$ cat src/rtl/load_store_unit.sv
// Load/store unit: data-memory initiator for the execute stage.
// Takes one request at a time, converts the byte address to a word index,
// handles byte/half/word accesses (sub-word stores via read-modify-write)
// and returns exactly one response pulse per accepted request.
module load_store_unit #(
  parameter int N         = 32,
  parameter int MEM_WORDS = 64
) (
  input  logic         clk,
  input  logic         rst_n,
  input  logic         req_valid,
  output logic         req_ready,
  input  logic         req_we,
  input  logic [1:0]   req_size,
  input  logic         req_unsigned,
  input  logic [N-1:0] req_addr,
  input  logic [N-1:0] req_wdata,
  output logic         resp_valid,
  output logic         resp_err,
  output logic [N-1:0] resp_rdata,
  output logic         mem_rw,
  output logic [N-1:0] mem_addr,
  output logic [N-1:0] mem_wdata,
  input  logic [N-1:0] mem_rdata
);

  localparam logic [2:0] IDLE   = 3'd0;
  localparam logic [2:0] LOAD   = 3'd1;
  localparam logic [2:0] RMW_RD = 3'd2;
  localparam logic [2:0] WRITE  = 3'd3;
  localparam logic [2:0] RESP   = 3'd4;

  localparam logic [1:0] SZ_BYTE = 2'b00;
  localparam logic [1:0] SZ_HALF = 2'b01;
  localparam logic [1:0] SZ_WORD = 2'b10;
  localparam logic [1:0] SZ_ILL  = 2'b11;

  // First word index that lies beyond the end of the data memory.
  localparam logic [N-3:0] MAX_IDX = (N-2)'(MEM_WORDS);

  logic [2:0]   state;
  logic [1:0]   size_q;
  logic         uns_q;
  logic [N-1:0] addr_q;
  logic [N-1:0] wdata_q;
  logic [N-1:0] merge_q;

  logic         req_err;
  logic [4:0]   lane_shift;
  logic [15:0]  lane_bits;
  logic [N-1:0] load_ext;
  logic [N-1:0] lane_mask;
  logic [N-1:0] merged;

  assign req_ready  = (state == IDLE);
  assign resp_valid = (state == RESP);
  // Gating with rst_n keeps a reset that lands in WRITE from issuing a store.
  assign mem_rw     = !(rst_n && (state == WRITE));
  assign mem_addr   = {2'b00, addr_q[N-1:2]};
  assign mem_wdata  = (size_q == SZ_WORD) ? wdata_q : merged;

  // Byte and half lanes share one shifter: a legal half address has addr[0]=0.
  assign lane_shift = {addr_q[1:0], 3'b000};
  assign lane_bits  = 16'(mem_rdata >> lane_shift);

  // Classify the incoming request so bad ones skip memory entirely.
  always_comb begin
    req_err = 1'b0;
    if (req_size == SZ_ILL)                             req_err = 1'b1;
    if ((req_size == SZ_HALF) && req_addr[0])           req_err = 1'b1;
    if ((req_size == SZ_WORD) && (req_addr[1:0] != 2'b00)) req_err = 1'b1;
    if (req_addr[N-1:2] >= MAX_IDX)                     req_err = 1'b1;
  end

  // Extract the addressed lane from the read word and sign/zero extend it.
  always_comb begin
    load_ext = mem_rdata;
    case (size_q)
      SZ_BYTE: load_ext = uns_q ? {{(N-8){1'b0}}, lane_bits[7:0]}
                                : {{(N-8){lane_bits[7]}}, lane_bits[7:0]};
      SZ_HALF: load_ext = uns_q ? {{(N-16){1'b0}}, lane_bits}
                                : {{(N-16){lane_bits[15]}}, lane_bits};
      default: load_ext = mem_rdata;
    endcase
  end

  // Splice the store data into the addressed lane of the word read in RMW_RD.
  always_comb begin
    lane_mask = '0;
    if (size_q == SZ_HALF) lane_mask = {{(N-16){1'b0}}, 16'hFFFF} << lane_shift;
    else                   lane_mask = {{(N-8){1'b0}}, 8'hFF} << lane_shift;
    merged = (merge_q & ~lane_mask) | ((wdata_q << lane_shift) & lane_mask);
  end

  // Request sequencing FSM with the latched request and response registers.
  always_ff @(posedge clk) begin
    if (!rst_n) begin
      state      <= IDLE;
      size_q     <= '0;
      uns_q      <= 1'b0;
      addr_q     <= '0;
      wdata_q    <= '0;
      merge_q    <= '0;
      resp_err   <= 1'b0;
      resp_rdata <= '0;
    end else begin
      case (state)
        IDLE: begin
          if (req_valid) begin
            size_q  <= req_size;
            uns_q   <= req_unsigned;
            addr_q  <= req_addr;
            wdata_q <= req_wdata;
            if (req_err) begin
              resp_err   <= 1'b1;
              resp_rdata <= '0;
              state      <= RESP;
            end else if (!req_we) begin
              state <= LOAD;
            end else if (req_size == SZ_WORD) begin
              state <= WRITE;
            end else begin
              state <= RMW_RD;
            end
          end
        end
        LOAD: begin
          resp_rdata <= load_ext;
          resp_err   <= 1'b0;
          state      <= RESP;
        end
        RMW_RD: begin
          merge_q <= mem_rdata;
          state   <= WRITE;
        end
        WRITE: begin
          resp_rdata <= '0;
          resp_err   <= 1'b0;
          state      <= RESP;
        end
        RESP: begin
          state <= IDLE;
        end
        default: begin
          state <= IDLE;
        end
      endcase
    end
  end

endmodule
$ cat config.mk
export PLATFORM = sky130hd
export DESIGN_NAME = load_store_unit
export DESIGN_NICKNAME = d
export VERILOG_FILES = /design/src/rtl/load_store_unit.sv
export SDC_FILE = /design/constraint.sdc
export NUM_CORES = 1
export LEC_CHECK = 0
export ABC_AREA = 1
export BUFFER_PORTS_ARGS = -buffer_cell sky130_fd_sc_hd__buf_2
export CAP_MARGIN = 10
export CORE_MARGIN = 4
export CORE_UTILIZATION = 45
export CTS_CLUSTER_SIZE = 10
export DETAILED_ROUTE_END_ITERATION = 8
export HOLD_SLACK_MARGIN = 0.1
export PLACE_DENSITY = 0.76
export SKIP_LAST_GASP = 1
export SLEW_MARGIN = 20
export SYNTH_ARGS = -nofsm -noshare
export SYNTH_HDL_FRONTEND = slang
export SYNTH_SLANG_ARGS = --single-unit
$ cat constraint.sdc
create_clock -name clk -period 2.7 [get_ports clk]
set_input_delay 0.27 -clock clk [delete_from_list [all_inputs] [get_ports clk]]
set_output_delay 0.27 -clock clk [all_outputs]
set_load 0.05 [all_outputs]
==> results.toml, run 1 <==
[outcome]
status = "completed"

[clock_network]
h-tree-depth = 4
clk_path_buf_depth = 2
cts_buffers = 17
clk_pin_slew_worst_paths_ns = 0.06
root_buffer = "clkbuf_16"
cts_tree = "built"
worst_skew_pair.late_latency_ns = 0.42
clock-sinks = 135

[global_routing]
antenna_found_initial = 0
grt_max_degree = 58
track_usage_pct = 23.6
first_global_vias = 6440
grt.overflow.total = 0
grt_pass1_wl_mm = 31.6

[sta]
fmax_mhz = 394
slew_violations = 0
worst_slack_ns = 0.165
relSlewSlack_pct = 61.5
whs_ns = 0.117
tightest_slew_ns = 0.577
finClkSkew_ns = 0.00675
hold_violations = 0
fin_crit_ns = 2.54
fin_setup_tns_ns = 0
setup_viol = 0
fin_crit_sh_pct = 93.9

[critical_path]
cp_data_arrival_time_ns = 2.27
crit_path_max_fanout = 17
critPathMaxStageDelay_ns = 0.43
worstSetupStartpoint = "addr_q[0]"
path_cells = "buf_4 -> nor2_8 -> inv_2 -> o21ai_4 -> buf_12 -> buf_4 -> o221ai_2 -> o211ai_1 -> o21ai_1 -> clkbuf_4"
path_delay_family = "buffers and inverters"
endpoint_kind = "output port"
crit_path_start_kind = "flip-flop"
r2r-start = "state[2]"
worstPathRequired_ns = 2.43
critPathKind = "reg -> out"
crit_top_cell = "buf_4"
worstPathBufferInverterCount = 5
crit_slowest_cell = "dfxtp_2"

[finish]
n_antenna_cell = 0
final_area_mm2 = 0.00825
fill_cells = 1390
drive_above_1_share_pct = 27.8
fin_nets = 1191
area_growth_pct = 22.2

[placement]
pre_cts_slack_ns = 0.537
hpwl_mm = 14.7
dpl_cell_area_mm2 = 0.00758
gp_congestion = 0.861
port_buffers = 200

[power_and_ir_drop]
p_total_w = 0.00560
leakage_nw = 3.49
max-vdd-ir-drop_v = 0.000415
powerDensity_mw_per_mm2 = 679

[yosys]
synth-seq-cells = 135
yosysWarnings = 0
synthTopCellsByArea = "dfxtp_1 (40%), nand2_1 (11%), a21oi_1 (9.7%), o21ai_0 (6.3%), nand3_1 (5.6%)"
syn_area_mm2 = 0.00675
yosysTopAreaCell = "dfxtp_1"
syn_avg_cell_area_um2 = 7.16
post_synth_num_cell_types = 35
ys_seq_area_share_pct = 40.0
synth_top_area_share_pct = 40.0
syn_inst = 943

[die]
dieArea_mm2 = 0.0170
rows = 44
start_util_pct = 46.3
chipHeight_um = 130
fp.coreArea_mm2 = 0.0146
ioPinCount = 203
dieWidth_um = 130

[flow_run]
drv_cap = 0

[detailed_routing]
postRouteAntennaNets = 0
num_vias = 6835
drtPass1Iterations = 7
routed_wl_mm = 20.4
drc = 0
drt_iter0_markers = 563
vias_per_cell = 5.32
wl_per_cell_um = 15.9

[min_path]
min_from = "req_addr[7]"
hp-class = "in -> reg"
[cell usage after synthesis]
cell type and n:
o221ai_1 6, nand3_4 1, and2_1 3, conb_1 1, buf_12 1, nand3_1 75, inv_1 76, nand2_2 1
o21ai_4 1, nand3_2 14, buf_1 3, dfxtp_1 135, nor2_1 24, buf_4 35, nor2_4 1, buf_2 16
clkbuf_1 40, nor2_8 1, clkinv_1 1, nor3_1 9, o21ai_1 10, inv_2 4, o21ai_0 85, or2_2 7
nor2_2 1, a21oi_1 131, o22ai_1 7, inv_6 1, buf_6 3, a21oi_4 2, inv_4 1, a21oi_2 10
o211ai_1 31, nand2_1 204, o221ai_2 2
[layout make-up]
type	count	area, um^2	share of cell area (%)
clock inverter	14	148	1.79
multi-input combinational	628	3180	38.6
sequential	135	2700	32.8
clock buffer	18	439	5.33
inverter	83	319	3.87
timing repair buffer	223	1230	14.9
tap	184	230	2.79
[state kept, by name (all words and copies together) (netlist names)]
name / count
resp_rdata: 32
addr_q: 32
size_q: 2
wdata_q: 32
resp_err: 1
state: 3
uns_q: 1
merge_q: 32
[per-layer routing]
metal,up-vias,global-route usage (%),wire [um]
met1,3124,28.8,8190
li1,3398,-,-
met2,262,39.1,9860
met3,51,6.50,1710
met5,-,0,0
met4,0,10.2,633
[worst reg2reg max path: stages (launching register included)]
cell and delay (ns):
dfxtp_1 0.34, inv_2 0.33, nand3_1 0.18, inv_2 0.10
buf_4 0.31, nand3_1 0.14, nand2_1 0.07, buf_4 0.31
nand2_1 0.14, a21oi_2 0.14
[where the power goes]
group / leakage, nW / switching, W / internal (W)
registers: 1.10 / 0.0000412 / 0.00207
logic: 2.10 / 0.000859 / 0.000317
clock network: 0.287 / 0.000919 / 0.00139
total: 3.49 / 0.00182 / 0.00378
[final timing paths]
path,end,slack (ns),cells after the start
hold / removal,addr_q[7],0.12,3
setup / recovery,mem_wdata[23],0.16,10
hold reg to reg,wdata_q[18],0.45,2
setup reg to reg,resp_rdata[17],0.58,9
[cell families after synthesis]
logic type,synth area share [%]
AND/OR/NAND/NOR,22.8
AO/OA/AOI/OAI,24.1
buffers and inverters,13.0
flip-flops,40.0
other,0.0556
[layout by cell type, fill, tap and decap left out, types with 6 or more instances in the layout]
master	instances
inv_1	76
o21ai_1	10
o211ai_1	31
buf_4	19
o21ai_0	85
nand3_1	75
clkbuf_16	17
nand3_2	14
a21oi_1	131
nor3_1	9
o22ai_1	7
dfxtp_1	134
buf_2	199
nor2_1	23
a21oi_2	10
or2_2	7
o221ai_1	6
nand2_1	203
[repair_timing]
| item | in CTS | in global routing |
|---|---|---|
| hold buffers | 0 | 0 |
| endpoints found under the setup margin | 0 | 22 |
| resized for setup | 0 | 2 |
| hold endpoints to repair | 0 | 0 |
| setup buffers | 0 | 6 |
[per-stage QoR]
| step | util [%] | instances |
|---|---|---|
| 2_1_floorplan | - | 944 |
| 3_3_place_gp | 52.0 | 1247 |
| 3_5_place_dp | 52.0 | 1247 |
| 4_1_cts | 56.0 | 1279 |
| 5_1_grt | 56.5 | 1285 |
| 6_report | 56.5 | 1285 |
Note: power is estimated with default switching activity, not from simulation.
==> inputs of run 2 (changes only) <==
--- a/config.mk
+++ b/config.mk
@@ -10,6 +10,7 @@
 export CAP_MARGIN = 10
 export CORE_MARGIN = 4
 export CORE_UTILIZATION = 45
+export CTS_BUF_LIST = sky130_fd_sc_hd__clkbuf_16
 export CTS_CLUSTER_SIZE = 10
 export DETAILED_ROUTE_END_ITERATION = 8
 export HOLD_SLACK_MARGIN = 0.1
==> results.toml, run 2 (synthesis gave the netlist of run 1 again) <==
[critical_path]
critPathMaxStageDelay_ns = 0.43
crit_top_cell = "buf_4"
worstPathBufferInverterCount = 5
endpoint_kind = "output port"
regToRegSetupSlack_ns = 0.57
r2r-start = "state[2]"
path_delay_family = "buffers and inverters"
crit_path_start_kind = "flip-flop"
reg2regPathDepth = 9
crit_path_max_fanout = 17
cp_data_arrival_time_ns = 2.27
crit_slowest_cell = "dfxtp_2"
worstPathRequired_ns = 2.43
r2r_end = "resp_rdata[16]"
critPathKind = "reg -> out"
path_cells = "buf_4 -> nor2_8 -> inv_2 -> o21ai_4 -> buf_12 -> buf_4 -> o221ai_2 -> o211ai_1 -> o21ai_1 -> clkbuf_4"

[detailed_routing]
vias_per_cell = 5.31
drc = 0
postRouteAntennaNets = 0
num_vias = 6829
drt_iter0_markers = 535
wl_per_cell_um = 15.8
routed_wl_mm = 20.3
drtPass1Iterations = 5

[sta]
fmax_mhz = 394
worst_slack_ns = 0.165
fin_crit_sh_pct = 93.9
finClkSkew_ns = 0.00645
relSlewSlack_pct = 61.8
fin_crit_ns = 2.54
whs_ns = 0.118
slew_violations = 0
hold_violations = 0
setup_viol = 0
tightest_slew_ns = 0.573

[power_and_ir_drop]
p_int_w = 0.00375
max-vdd-ir-drop_v = 0.000415
swShare_pct = 32.6
p_total_w = 0.00557
p_comb_share_pct = 21.1
clkPwrFrac_pct = 40.9
p_switching_w = 0.00182
leakage_nw = 3.48
powerDensity_mw_per_mm2 = 676
power.share.sequential_pct = 38.0

[placement]
gp_congestion = 0.861
hpwl_mm = 14.7
port_buffers = 200
pre_cts_slack_ns = 0.537

[global_routing]
antenna_found_initial = 0
top_usage_layer = "met2"
grt.overflow.total = 0
grt_util_met2_pct = 39.1
use_met3_pct = 6.50
grt_max_degree = 58
grt_pass1_wl_mm = 31.7
track_usage_pct = 23.6
grt_use_met1_pct = 28.7
first_global_vias = 6472

[min_path]
holdPathEnd = "addr_q[4]"
min_from = "req_addr[4]"
min_path_cells = 3
hp-class = "in -> reg"

[finish]
final_util_pct = 56.4
fill_cells = 1393
final_cell_mix = "nand2_1 (203), buf_2 (199), dfxtp_1 (134), a21oi_1 (131), o21ai_0 (85)"
final_common_cell = "nand2_1"
drive_above_1_share_pct = 27.7
n_antenna_cell = 0
fin_nets = 1191
area_growth_pct = 22.0

[die]
rows = 44
ioPinCount = 203
dieWidth_um = 130
chipHeight_um = 130
dieArea_mm2 = 0.0170
fp.coreArea_mm2 = 0.0146
start_util_pct = 46.3

[clock_network]
h-tree-depth = 4
clk_path_buf_depth = 2
clock-sinks = 135
cts_buffers = 17
worst_skew_pair.late_latency_ns = 0.42
root_buffer = "clkbuf_16"
ctsHoldBuffers = 0
clk_pin_slew_worst_paths_ns = 0.06
cts_tree = "built"

[outcome]
status = "completed"

[flow_run]
drv_cap = 0
## run 2: changes by cell type in the layout (fill, tap and decap cells not counted)
cell	before	now
clkbuf_8	1	0
clkinv_1	0	1
## run 2: worst max path at each step
stage               startpoint  cells after the start  slack, ns            end
detailed placement   size_q[0]                      8       0.54  mem_wdata[20]
floorplan            addr_q[1]                      5       0.37   mem_wdata[0]
global route         addr_q[0]                     10     -0.002  mem_wdata[23]
CTS                  size_q[0]                      8       0.09  mem_wdata[20]
finish               addr_q[0]                     10       0.16  mem_wdata[23]
global placement     addr_q[0]                      8       0.61  mem_wdata[20]
## run 2: per-layer routing
layer | part of all wire, % | wire length (um)
met1 | 40 | 8070
met2 | 48 | 9810
met3 | 8.7 | 1770
met4 | 3.3 | 676
met5 | 0 | 0
## run 2: worst min-delay path, delay by kind of cell
family / cells / cell delay, ns
AO/OA/AOI/OAI: 1 / 0.06
buffers and inverters: 1 / 0.10
AND/OR/NAND/NOR: 1 / 0.07
## run 2: through the flow
stage	cell area [um^2]	TNS, ns	std cells
after floorplan	6750	0	944
after global placement	7580	0	1247
after detailed placement	7580	0	1247
after CTS	8160	0	1279
after global routing	8240	-0.00218	1285
final	8240	0	1285
## run 2: power by group through the flow
stage               registers [W]  logic [W]  clock network, W
finish                    0.00211    0.00117           0.00228
global placement          0.00215    0.00113                 0
global route              0.00212    0.00127           0.00240
detailed placement        0.00215    0.00114                 0
floorplan                 0.00215   0.000882                 0
CTS                       0.00211    0.00115           0.00231
## run 2: final cells by class
class                      count  area, um^2  area share (%)
multi-input combinational    628        3180            38.6
sequential                   135        2700            32.8
timing repair buffer         223        1230            14.9
clock buffer                  17         425            5.17
inverter                      83         319            3.87
tap                          184         230            2.80
clock inverter                15         151            1.84
## run 2: timing repair
action,4_1_cts,5_1_grt
setup buffers,0,6
gates resized for setup,0,2
endpoints found under the setup margin,0,22
